<file path="config.mk">
export PLATFORM = sky130hd
export DESIGN_NAME = instr_fetch_unit
export DESIGN_NICKNAME = d
export VERILOG_FILES = /design/src/rtl/instr_fetch_unit.sv
export SDC_FILE = /design/constraint.sdc
export NUM_CORES = 1
export LEC_CHECK = 0
export BUFFER_PORTS_ARGS = -buffer_cell sky130_fd_sc_hd__clkbuf_2
export CAP_MARGIN = 20
export CORE_ASPECT_RATIO = 0.5
export CORE_UTILIZATION = 35
export DETAILED_ROUTE_END_ITERATION = 7
export PLACE_DENSITY = 0.51
export SLEW_MARGIN = 20
export SYNTH_ARGS = -nofsm -noshare
export SYNTH_HDL_FRONTEND = slang
export SYNTH_SLANG_ARGS = --single-unit
</file>
<file path="constraint.sdc">
create_clock -name clk -period 6.1 [get_ports clk]
set_clock_uncertainty 0.1 [all_clocks]
set_input_delay 1.22 -clock clk [delete_from_list [all_inputs] [get_ports clk]]
set_output_delay 1.22 -clock clk [all_outputs]
set_load 0.005 [all_outputs]
</file>
<file path="src/rtl/instr_fetch_unit.sv">
// Instruction-fetch stage: writable instruction memory, program counter and
// commit strobe for the downstream decoder. Runs a loaded program either
// free-running (one commit per cycle) or one instruction per step_btn rise,
// then parks in HALTED until the next start or reset.
`timescale 1ns/1ps

module instr_fetch_unit #(
    parameter int INSTR_W    = 12,
    parameter int IMEM_DEPTH = 16,
    parameter int ADDR_W     = 4
) (
    input  logic               clk,
    input  logic               reset,
    input  logic               prog_we,
    input  logic [ADDR_W-1:0]  prog_addr,
    input  logic [INSTR_W-1:0] prog_data,
    input  logic [ADDR_W:0]    prog_len,
    input  logic               start,
    input  logic               run_mode,
    input  logic               step_btn,
    output logic [INSTR_W-1:0] instr,
    output logic [ADDR_W-1:0]  pc,
    output logic               exec_en,
    output logic               halted,
    output logic [1:0]         state
);

    typedef enum logic [1:0] {
        ST_IDLE   = 2'b00,
        ST_RUN    = 2'b01,
        ST_STEP   = 2'b10,
        ST_HALTED = 2'b11
    } state_t;

    // Largest program that fits in memory; longer requests are clamped to it.
    localparam logic [ADDR_W:0] DEPTH_C = (ADDR_W+1)'(IMEM_DEPTH);

    state_t             state_r;
    state_t             state_nxt_s;
    logic [ADDR_W-1:0]  pc_r;
    logic [ADDR_W-1:0]  pc_nxt_s;
    logic [ADDR_W:0]    len_r;
    logic [ADDR_W:0]    len_nxt_s;
    logic [ADDR_W:0]    len_clamp_s;
    logic               step_prev_r;
    logic               step_rise_s;
    logic               exec_en_s;
    logic               last_s;
    logic               prog_ok_s;
    logic [INSTR_W-1:0] imem_r [IMEM_DEPTH];

    assign step_rise_s = step_btn & ~step_prev_r;
    assign prog_ok_s   = (state_r == ST_IDLE) || (state_r == ST_HALTED);
    assign len_clamp_s = (prog_len > DEPTH_C) ? DEPTH_C : prog_len;
    // len_r is at least one whenever this is consulted (RUN/STEP only).
    assign last_s      = ({1'b0, pc_r} == (len_r - (ADDR_W+1)'(1)));

    // Commit strobe: every cycle in RUN, only on a button rise in STEP.
    // Suppressed while reset is asserted so an aborted run never half-commits.
    always_comb begin
        exec_en_s = 1'b0;
        if (reset) begin
            exec_en_s = 1'b0;
        end else begin
            exec_en_s = (state_r == ST_RUN) || ((state_r == ST_STEP) && step_rise_s);
        end
    end

    // Next-state, PC and length sequencing.
    always_comb begin
        state_nxt_s = state_r;
        pc_nxt_s    = pc_r;
        len_nxt_s   = len_r;
        case (state_r)
            ST_IDLE, ST_HALTED: begin
                if (start) begin
                    len_nxt_s = len_clamp_s;
                    pc_nxt_s  = '0;
                    if (len_clamp_s == '0) begin
                        state_nxt_s = ST_HALTED;
                    end else if (run_mode) begin
                        state_nxt_s = ST_RUN;
                    end else begin
                        state_nxt_s = ST_STEP;
                    end
                end else begin
                    state_nxt_s = state_r;
                end
            end
            ST_RUN, ST_STEP: begin
                if (exec_en_s) begin
                    if (last_s) begin
                        state_nxt_s = ST_HALTED;
                    end else begin
                        pc_nxt_s = pc_r + ADDR_W'(1);
                    end
                end else begin
                    pc_nxt_s = pc_r;
                end
            end
            default: begin
                state_nxt_s = ST_IDLE;
                pc_nxt_s    = '0;
                len_nxt_s   = '0;
            end
        endcase
    end

    // Control registers; the button history is tracked in every state.
    always_ff @(posedge clk) begin
        if (reset) begin
            state_r     <= ST_IDLE;
            pc_r        <= '0;
            len_r       <= '0;
            step_prev_r <= 1'b0;
        end else begin
            state_r     <= state_nxt_s;
            pc_r        <= pc_nxt_s;
            len_r       <= len_nxt_s;
            step_prev_r <= step_btn;
        end
    end

    // Instruction memory: loadable only while no program is executing, and
    // deliberately not cleared by reset so the program survives it.
    always_ff @(posedge clk) begin
        if (prog_we && !reset && prog_ok_s) begin
            imem_r[prog_addr] <= prog_data;
        end
    end

    assign instr   = imem_r[pc_r];
    assign pc      = pc_r;
    assign exec_en = exec_en_s;
    assign halted  = (state_r == ST_HALTED);
    assign state   = state_r;

endmodule
</file>
==> results of run 1 <==
==> kinds of logic (layout without fill, tap and decap cells) <==
logic type               Yosys count  in the layout  share of synthesized area
XOR/XNOR                           5              5                    0.00629
buffers and inverters             22            105                     0.0138
flip-flops                       208            208                      0.746
adder cells (fa/ha/maj)            5              5                    0.00767
AND/OR/NAND/NOR                   57             57                     0.0356
multiplexers                      60             60                      0.166
AO/OA/AOI/OAI                     26             26                     0.0246
==> metrics by stage <==
stage	worst slack, ns	cells
3_5_place_dp	2.44	739
4_1_cts	1.92	773
6_report	2.01	773
2_1_floorplan	2.92	383
3_3_place_gp	2.43	739
5_1_grt	1.81	773
==> registers in the layout, indices dropped and copies added (netlist names), named ones only <==
register,cells
state,2
len_r,5
step_prev_r,1
imem_r,192
pc,4
==> worst register-to-register path, delay by kind of cell, from the launching register on <==
kind | cells | cell delay [ns]
and+or+nand+nor | 3 | 1.25
buffers and inverters | 2 | 0.39
adders and majority gates | 1 | 0.40
DFF | 1 | 0.43
==> layer usage <==
metal | wire, um | part of all wire | vias up
met2 | 7550 | 0.44 | 88
met5 | 0 | 0 | -
met4 | 254 | 0.015 | 0
met1 | 8380 | 0.49 | 2027
li1 | - | - | 1747
met3 | 850 | 0.050 | 23
==> worst min-delay path by stage <==
stage	start	to	cells past startpoint
6_report	len_r[4]	len_r[4]	2
5_1_grt	len_r[4]	len_r[4]	2
4_1_cts	len_r[4]	len_r[4]	2
3_5_place_dp	len_r[4]	len_r[4]	2
3_3_place_gp	len_r[4]	len_r[4]	2
2_1_floorplan	len_r[4]	len_r[4]	2
==> cell usage after synthesis (all sizes together), types with 2 or more instances <==
cell type / count
a31o: 4
or4: 2
nor3b: 4
mux4: 60
o211ai: 4
or3: 2
nor2: 21
edfxtp: 192
clkbuf: 5
a41o: 2
buf: 10
and3: 2
nand3: 6
o21ai: 2
ha: 5
a31oi: 3
nand2b: 4
nor3: 7
dfxtp: 16
a21oi: 5
xnor2: 4
nand2: 5
inv: 6
==> cell type report <==
| type | count | area, um2 | area share |
|---|---|---|---|
| Sequential cell | 208 | 6090 | 0.646 |
| Multi-Input combinational cell | 153 | 1980 | 0.210 |
| Inverter | 7 | 26.3 | 0.00279 |
| Clock buffer | 29 | 544 | 0.0578 |
| Timing Repair Buffer | 64 | 365 | 0.0388 |
| Tap cell | 307 | 384 | 0.0408 |
| Clock inverter | 5 | 37.5 | 0.00398 |
==> where the power goes <==
part / switching, mW / internal, mW
clock network: 0.502 / 0.622
registers: 0.0334 / 1.58
logic: 0.0844 / 0.0889
total: 0.620 / 2.29
==> cell usage in the layout (no fill, tap or decap), drive strengths merged, types with 2 or more instances in the layout <==
| cell type | Yosys | layout |
|---|---|---|
| a31o | 4 | 4 |
| buf | 10 | 18 |
| mux4 | 60 | 60 |
| nor3b | 4 | 4 |
| inv | 6 | 6 |
| o211ai | 4 | 4 |
| or4 | 2 | 2 |
| a31oi | 3 | 3 |
| clkbuf | 5 | 75 |
| clkinv | 1 | 5 |
| a41o | 2 | 2 |
| or3 | 2 | 2 |
| ha | 5 | 5 |
| a21oi | 5 | 5 |
| dfxtp | 16 | 16 |
| edfxtp | 192 | 192 |
| and3 | 2 | 2 |
| nand3 | 6 | 6 |
| o21ai | 2 | 2 |
| nand2b | 4 | 4 |
| xnor2 | 4 | 4 |
| nor2 | 21 | 21 |
| nor3 | 7 | 7 |
| nand2 | 5 | 5 |
==> results.ini, run 1 <==
[status]
status = finished clean

[place]
gp_congestion = 0.706
port_buffers = 46
place_area_um2 = 8840
dp_hpwl_mm = 10.6

[timing]
fmax_mhz = 245
setup_violations = 0
setup_tns_ns = 0
grt_setup_unrepaired = no
drv_slew = 0
period_needed_ns = 4.09
hold_violations = 0
max_slew_margin = 0.341
max_slew.worst_pin.slew_ns = 0.988
timing.hold.ws_ns = 0.400
min_period_over_period = 0.670

[worst_hold_path]
hold_path.class = flip-flop to flip-flop

[job]
drv_cap = 0

[power_and_ir_drop]
leakagePower_nw = 2.97
total_power_mw = 2.91
power.density_nw_per_um2 = 309
ir_drop_uv = 197

[finish]
fillerInstances = 2046
final_util = 0.413
area_delta_synth_final_pct = 15.6
fin_nets = 486
final_layout_size_suffix_gt1_frac = 0.354
fin_area_um2 = 9420
diodes = 0

[global_route]
track_usage = 0.147
met1_usage = 0.220
grt-ovfl-total = 0
grt_pass1_wl_mm = 25.3
use_met3 = 0.0268
gr-max-usage-layer = met2
grt_max_degree = 49
grt_pass1_vias = 3996
gr-usage-met2 = 0.224
antenna_found_initial = 0

[die]
core_area_um2 = 22800
start_util = 0.357
fp-row-count = 39
die_w_um = 218
dieArea_um2 = 23900
die_h_um = 110
ios = 47

[route]
finalWirelength_mm = 17.0
ant_nets = 0
dr.pass1.iters = 4
num_vias = 3885
vias_per_cell = 5.03
first_iter_violations = 265
drc = 0
wire_per_inst_um = 22.0

[setup_path]
cp_num_buf_inv = 1
worstSetupStartpointType = flip-flop
critical_path_arrival_ns = 2.77
timing.rr.start = state[0]
cpLargestDelayFamily = multiplexers
worstSetupEndpointType = output pin
cp.required_ns = 4.78
r2r_end = imem_r[8][9]
path_class = flip-flop to output pin
cp_max_fo = 48
worstRegToRegCells = 6
slowest_stage = dfxtp_4
cp_slowest_stage_delay_ns = 0.98
setup.worst_path.end = instr[1]
worstSetupPathDepth = 3
cpMostUsedCell = mux4_2
r2r_slack_ns = 3.24
crit_chain = mux4_2 -> mux4_2 -> clkbuf_2

[yosys]
synth_edf_count = 192
ys_ff_latch = 208
synthFlopType = edfxtp_1
syn_area_um2 = 8150
synth_top_area_frac = 0.707
yosys-top-cells-area = edfxtp_1 71%, mux4_2 17%, dfxtp_1 3.9%
netlist_instances = 383
ys_seq_area_frac = 0.746
synth_area_leader_cell = edfxtp_1
avgSynthCellArea_um2 = 21.3
syn_nets = 415
ys_types = 40
ys_warn_count = 0
ys_async_sr_fraction = 0

[clock_network]
clkLatencyLatePin_ns = 0.48
cts-root-buf = clkbuf_16
cts-htree-levels = 1
post_cts_buffers = 0
path_clk_slew_ns = 0.06
clockBufferDepth = 3
cts_sinks = 208
cts_tree = done
cts_buffers = 20
post_cts_resized = 0
ctsHoldBuffers = 0

Power figures use the tool's default switching activity.
==> run 2, diff against run 1 <==
Clock period 6.1 ns to 4.25 ns, I/O delays scaled along.
==> run 2 against run 1 <==
  * Critical path depth grew 1
  * Total power grew 50%
  * Highest routed layer unchanged
  * Global-route usage grew 0.75 points
  * Setup slack lost 1.3 ns
  * Register-to-register slack lost 1.7 ns
  * Critical endpoint is now instr[0]
  * Count of clock-buffer cells in the layout shrank 3
==> results.ini, run 2 (synthesis gave the netlist of run 1 again) <==
[finish]
mostFrequentLayoutCell = edfxtp_1
regMostFlops = imem_r
multiInputGateArea_um2 = 1980  ; unchanged
final_layout_size_suffix_gt1_frac = 0.371  ; +0.0170
diodes = 0  ; unchanged
regArea_um2 = 6090  ; unchanged
largest_reg_flops = 192  ; unchanged
final_util = 0.420  ; +0.00745
fillerInstances = 2022  ; -1.2%
most-common-layout-cells = 192 x edfxtp_1, 60 x mux4_2, 46 x clkbuf_2, 25 x buf_4, 21 x nor2_1
area_delta_synth_final_pct = 17.7
fin_nets = 495  ; +1.9%

[route]
wire_per_inst_um = 22.4  ; +1.7%
ant_nets = 0  ; unchanged
drc = 0  ; unchanged
finalWirelength_mm = 17.6  ; +3.1%
vias_per_cell = 5.03  ; about the same
dr.pass1.iters = 4  ; unchanged
num_vias = 3940  ; +1.4%
first_iter_violations = 358  ; +35%

[clock_network]
path_clk_slew_ns = 0.06  ; about the same
post_cts_resized = 0  ; unchanged
ctsHoldBuffers = 0  ; unchanged
cts-root-buf = clkbuf_16
cts_sinks = 208  ; unchanged
clockBufferDepth = 3  ; unchanged
post_cts_buffers = 0  ; unchanged
cts_tree = done
cts_buffers = 20  ; unchanged
clkLatencyLatePin_ns = 0.48  ; about the same
cts-htree-levels = 1  ; unchanged

[global_route]
grt-ovfl-total = 0  ; unchanged
antenna_found_initial = 0  ; unchanged
grt_pass1_vias = 4109  ; +2.8%
grt_pass1_wl_mm = 26.4  ; +4.5%
track_usage = 0.155  ; +0.00752
grt_max_degree = 38  ; -22%

[timing]
max_slew_margin = 0.409  ; +0.0679
hold_violations = 0  ; unchanged
setup_violations = 0  ; unchanged
max_slew.worst_pin.slew_ns = 0.885  ; -0.103 ns
setup_tns_ns = 0  ; unchanged
min_period_over_period = 0.825
fmax_mhz = 285
period_needed_ns = 3.51
grt_setup_unrepaired = no
drv_slew = 0  ; unchanged

[setup_path]
critical_path_arrival_ns = 2.56  ; -0.21 ns
worstSetupEndpointType = output pin
cp.required_ns = 3.30  ; -1.48 ns
worstSetupStartpointType = flip-flop
worstRegToRegCells = 7  ; +1
timing.rr.start = state[0]
r2r_slack_ns = 1.59  ; -1.65 ns
setup.worst_path.end = instr[0]
cp_max_fo = 37  ; -23%
r2r_end = imem_r[15][8]
path_class = flip-flop to output pin

[power_and_ir_drop]
leakagePower_nw = 3.06  ; +3.1%
ir_drop_uv = 212  ; +7.7%
power.density_nw_per_um2 = 455  ; +48%

[status]
status = finished clean

[die]
die_h_um = 110  ; unchanged
ios = 47  ; unchanged
die_w_um = 218  ; unchanged
dieArea_um2 = 23900  ; unchanged
core_area_um2 = 22800  ; unchanged
fp-row-count = 39  ; unchanged
start_util = 0.357  ; unchanged

[job]
drv_cap = 0  ; unchanged

[worst_hold_path]
hold_path.class = flip-flop to flip-flop

[place]
port_buffers = 46  ; unchanged
dp_hpwl_mm = 10.7  ; +0.81%
gp_congestion = 0.706  ; unchanged

[run 2: through the flow]
stage | hold WS (ns) | power [mW] | std cells | instance area (um2) | setup slack, ns
global route | 0.418 | 4.52 | 784 | 9590 | 0.606
detailed placement | 0.380 | 2.62 | 748 | 8930 | 1.15
CTS | 0.388 | 4.42 | 784 | 9590 | 0.688
floorplan | 0.359 | 2.51 | 383 | 8150 | 1.44
finish | 0.386 | 4.37 | 784 | 9590 | 0.745
global placement | 0.386 | 2.62 | 748 | 8930 | 1.17
[run 2: area by class of cell]
class / instances / area share
clock buffers: 26 / 0.0545
clock inverters: 10 / 0.0142
inverters: 7 / 0.00274
multi-input cells: 153 / 0.206
flip-flops and latches: 208 / 0.635
well taps: 307 / 0.0400
repair buffers: 73 / 0.0477
[run 2: how the worst min path moves through the flow]
stage                     cells past startpoint     start        to
after floorplan                               2  len_r[4]  len_r[4]
after global placement                        2  len_r[4]  len_r[4]
after detailed placement                      2  len_r[4]  len_r[4]
after CTS                                     2  len_r[4]  len_r[4]
after global routing                          2  len_r[4]  len_r[4]
final                                         2  len_r[4]  len_r[4]
[run 2: power by group]
part	leakage, nW	switching (mW)	internal [mW]
combinational	0.885	0.147	0.133
sequential	1.86	0.0252	2.26
clock	0.318	0.743	1.06
total	3.06	0.915	3.45
[run 2: metal layers]
layer | track usage | wire length, um | vias up
met5 | 0 | 0 | -
met2 | 0.239 | 7870 | 86
met1 | 0.231 | 8640 | 2076
met4 | 0.0260 | 185 | 0
met3 | 0.0282 | 861 | 13
li1 | - | - | 1765
[run 2: worst max-delay path, cell delays in order, from the launching register on]
cell      delay (ns)
dfxtp_4         0.51
buf_12          0.35
mux4_2          0.54
mux4_2          0.50
clkbuf_2        0.13
==> run 3, diff against run 2 <==
Clock period 4.25 ns to 3.6 ns, I/O delays scaled along.
==> run 3 against run 2 <==
  * Register-to-register slack got worse by 0.59 ns
  * Flip-flop and latch count did not move
  * Sequential power rose by 18%
  * Combinational power rose by 18%
  * Clock power rose by 9%
  * Global-route usage rose by 0.14 points
  * Design area barely moved
  * Worst hold slack improved by 0.0040 ns
  * Routed wire length rose by 0.81%
  * Largest power group unchanged
  * Highest routed layer unchanged
==> results.ini, run 3 (synthesis gave the netlist of run 1 again) <==
[finish]
fin_nets = 500  ; +1.0%
area_delta_synth_final_pct = 17.7  ; about the same
final_layout_size_suffix_gt1_frac = 0.376  ; +0.00445
diodes = 0  ; unchanged
regMostFlops = imem_r
fillerInstances = 2027  ; +0.25%
multiInputGateArea_um2 = 1980  ; unchanged
largest_reg_flops = 192  ; unchanged
mostFrequentLayoutCell = edfxtp_1
most-common-layout-cells = 192 x edfxtp_1, 60 x mux4_2, 46 x clkbuf_2, 27 x buf_4
fin_area_um2 = 9600  ; about the same
regArea_um2 = 6090  ; unchanged

[global_route]
gr-max-usage-layer = met2
grt_max_degree = 29  ; -24%
grt_pass1_vias = 4203  ; +2.3%
track_usage = 0.156  ; +0.00139
met1_usage = 0.219  ; -0.0118
use_met3 = 0.0296  ; +0.00138
gr-usage-met2 = 0.255  ; +0.0157
grt_pass1_wl_mm = 26.8  ; +1.5%
grt-ovfl-total = 0  ; unchanged
antenna_found_initial = 0  ; unchanged

[die]
die_h_um = 110  ; unchanged
start_util = 0.357  ; unchanged
core_area_um2 = 22800  ; unchanged
die_w_um = 218  ; unchanged
ios = 47  ; unchanged
dieArea_um2 = 23900  ; unchanged
fp-row-count = 39  ; unchanged

[clock_network]
cts_tree = done
clkLatencyLatePin_ns = 0.49  ; about the same
clockBufferDepth = 3  ; unchanged
post_cts_buffers = 0  ; unchanged
ctsHoldBuffers = 0  ; unchanged
post_cts_resized = 0  ; unchanged
cts_sinks = 208  ; unchanged
cts-root-buf = clkbuf_16
path_clk_slew_ns = 0.06  ; about the same
cts-htree-levels = 1  ; unchanged
cts_buffers = 21  ; +5.0%

[timing]
drv_slew = 0  ; unchanged
fmax_mhz = 300
grt_setup_unrepaired = no
setup_violations = 0  ; unchanged
period_needed_ns = 3.34
max_slew.worst_pin.slew_ns = 0.731  ; -0.154 ns
setup_tns_ns = 0  ; unchanged
max_slew_margin = 0.511  ; +0.102
min_period_over_period = 0.927
hold_violations = 0  ; unchanged

[status]
status = finished clean

[setup_path]
worstRegToRegCells = 7  ; unchanged
timing.rr.start = state[0]
path_class = flip-flop to output pin
cp.required_ns = 2.78  ; -0.52 ns
worstSetupEndpointType = output pin
cp_max_fo = 17  ; -54%
critical_path_arrival_ns = 2.52  ; -0.04 ns
worstSetupStartpointType = flip-flop

[route]
num_vias = 4026  ; +2.2%
dr.pass1.iters = 4  ; unchanged
drc = 0  ; unchanged
ant_nets = 0  ; unchanged
wire_per_inst_um = 22.4  ; +0.17%
first_iter_violations = 279  ; -22%
finalWirelength_mm = 17.7  ; +0.81%
vias_per_cell = 5.10  ; +1.5%

[place]
place_area_um2 = 8990  ; +0.62%
gp_congestion = 0.741  ; +5.0%
dp_hpwl_mm = 11.4  ; +6.7%
port_buffers = 46  ; unchanged

[power_and_ir_drop]
internal_power_mw = 3.91  ; +13%
pwr-share-comb = 0.066  ; +0.002
leakagePower_nw = 3.07  ; +0.40%
power_frac_seq = 0.540  ; +0.016
ir_drop_uv = 261  ; +23%
sw_frac_of_total = 0.220  ; +0.0102
power.density_nw_per_um2 = 522  ; +15%
power.switching_mw = 1.10  ; +20%
p_clk_frac = 0.394  ; -0.018

[worst_hold_path]
holdPathStages = 2  ; unchanged
hold_path.class = primary input to flip-flop
min_from = step_btn

[job]
drv_cap = 0  ; unchanged

## run 3: cell types whose count changed in the layout (fill, tap and decap cells not counted), sizes merged
cell,delta
bufinv,-3
clkinvlp,-1
inv,+3
buf,+4
clkinv,+5
clkbuf,-3
## run 3: path summary, 6_finish.rpt
check,to,slack [ns]
min reg2reg,len_r[4],0.40
max reg2reg,imem_r[13][5],1.00
max,instr[9],0.26
min,step_prev_r,0.39
## run 3: layer usage
metal,share of wire,vias to the layer above
li1,-,1784
met1,0.48,2116
met3,0.043,29
met4,0.015,0
met5,0,-
met2,0.47,97
## run 3: through the flow
stage / hold WS (ns) / instances / setup slack, ns / util / power (mW)
after global routing: 0.379 / 789 / 0.134 / 0.420 / 5.19
after global placement: 0.385 / 752 / 0.712 / 0.394 / 3.09
after CTS: 0.360 / 789 / 0.203 / 0.420 / 5.08
after detailed placement: 0.399 / 752 / 0.690 / 0.394 / 3.10
final: 0.390 / 789 / 0.264 / 0.420 / 5.01
after floorplan: 0.359 / 383 / 0.920 / - / 2.97
## run 3: power by group through the flow
stage	logic, mW	registers (mW)	clock network (mW)
6_report	0.330	2.71	1.97
5_1_grt	0.365	2.71	2.12
4_1_cts	0.337	2.71	2.03
3_5_place_dp	0.336	2.76	0
3_3_place_gp	0.333	2.76	0
2_1_floorplan	0.227	2.74	0
## run 3: area by class of cell
cell class                 count  share of cell area
tap                          307              0.0400
clock buffer                  23              0.0555
inverter                       7             0.00274
multi-input combinational    153               0.206
timing repair buffer          77              0.0534
sequential                   208               0.635
clock inverter                14             0.00782
## run 3: worst max-delay path: stages (launching register included)
cell,delay [ns]
dfxtp_4,0.58
buf_4,0.29
mux4_2,0.53
mux4_2,0.49
clkbuf_2,0.13
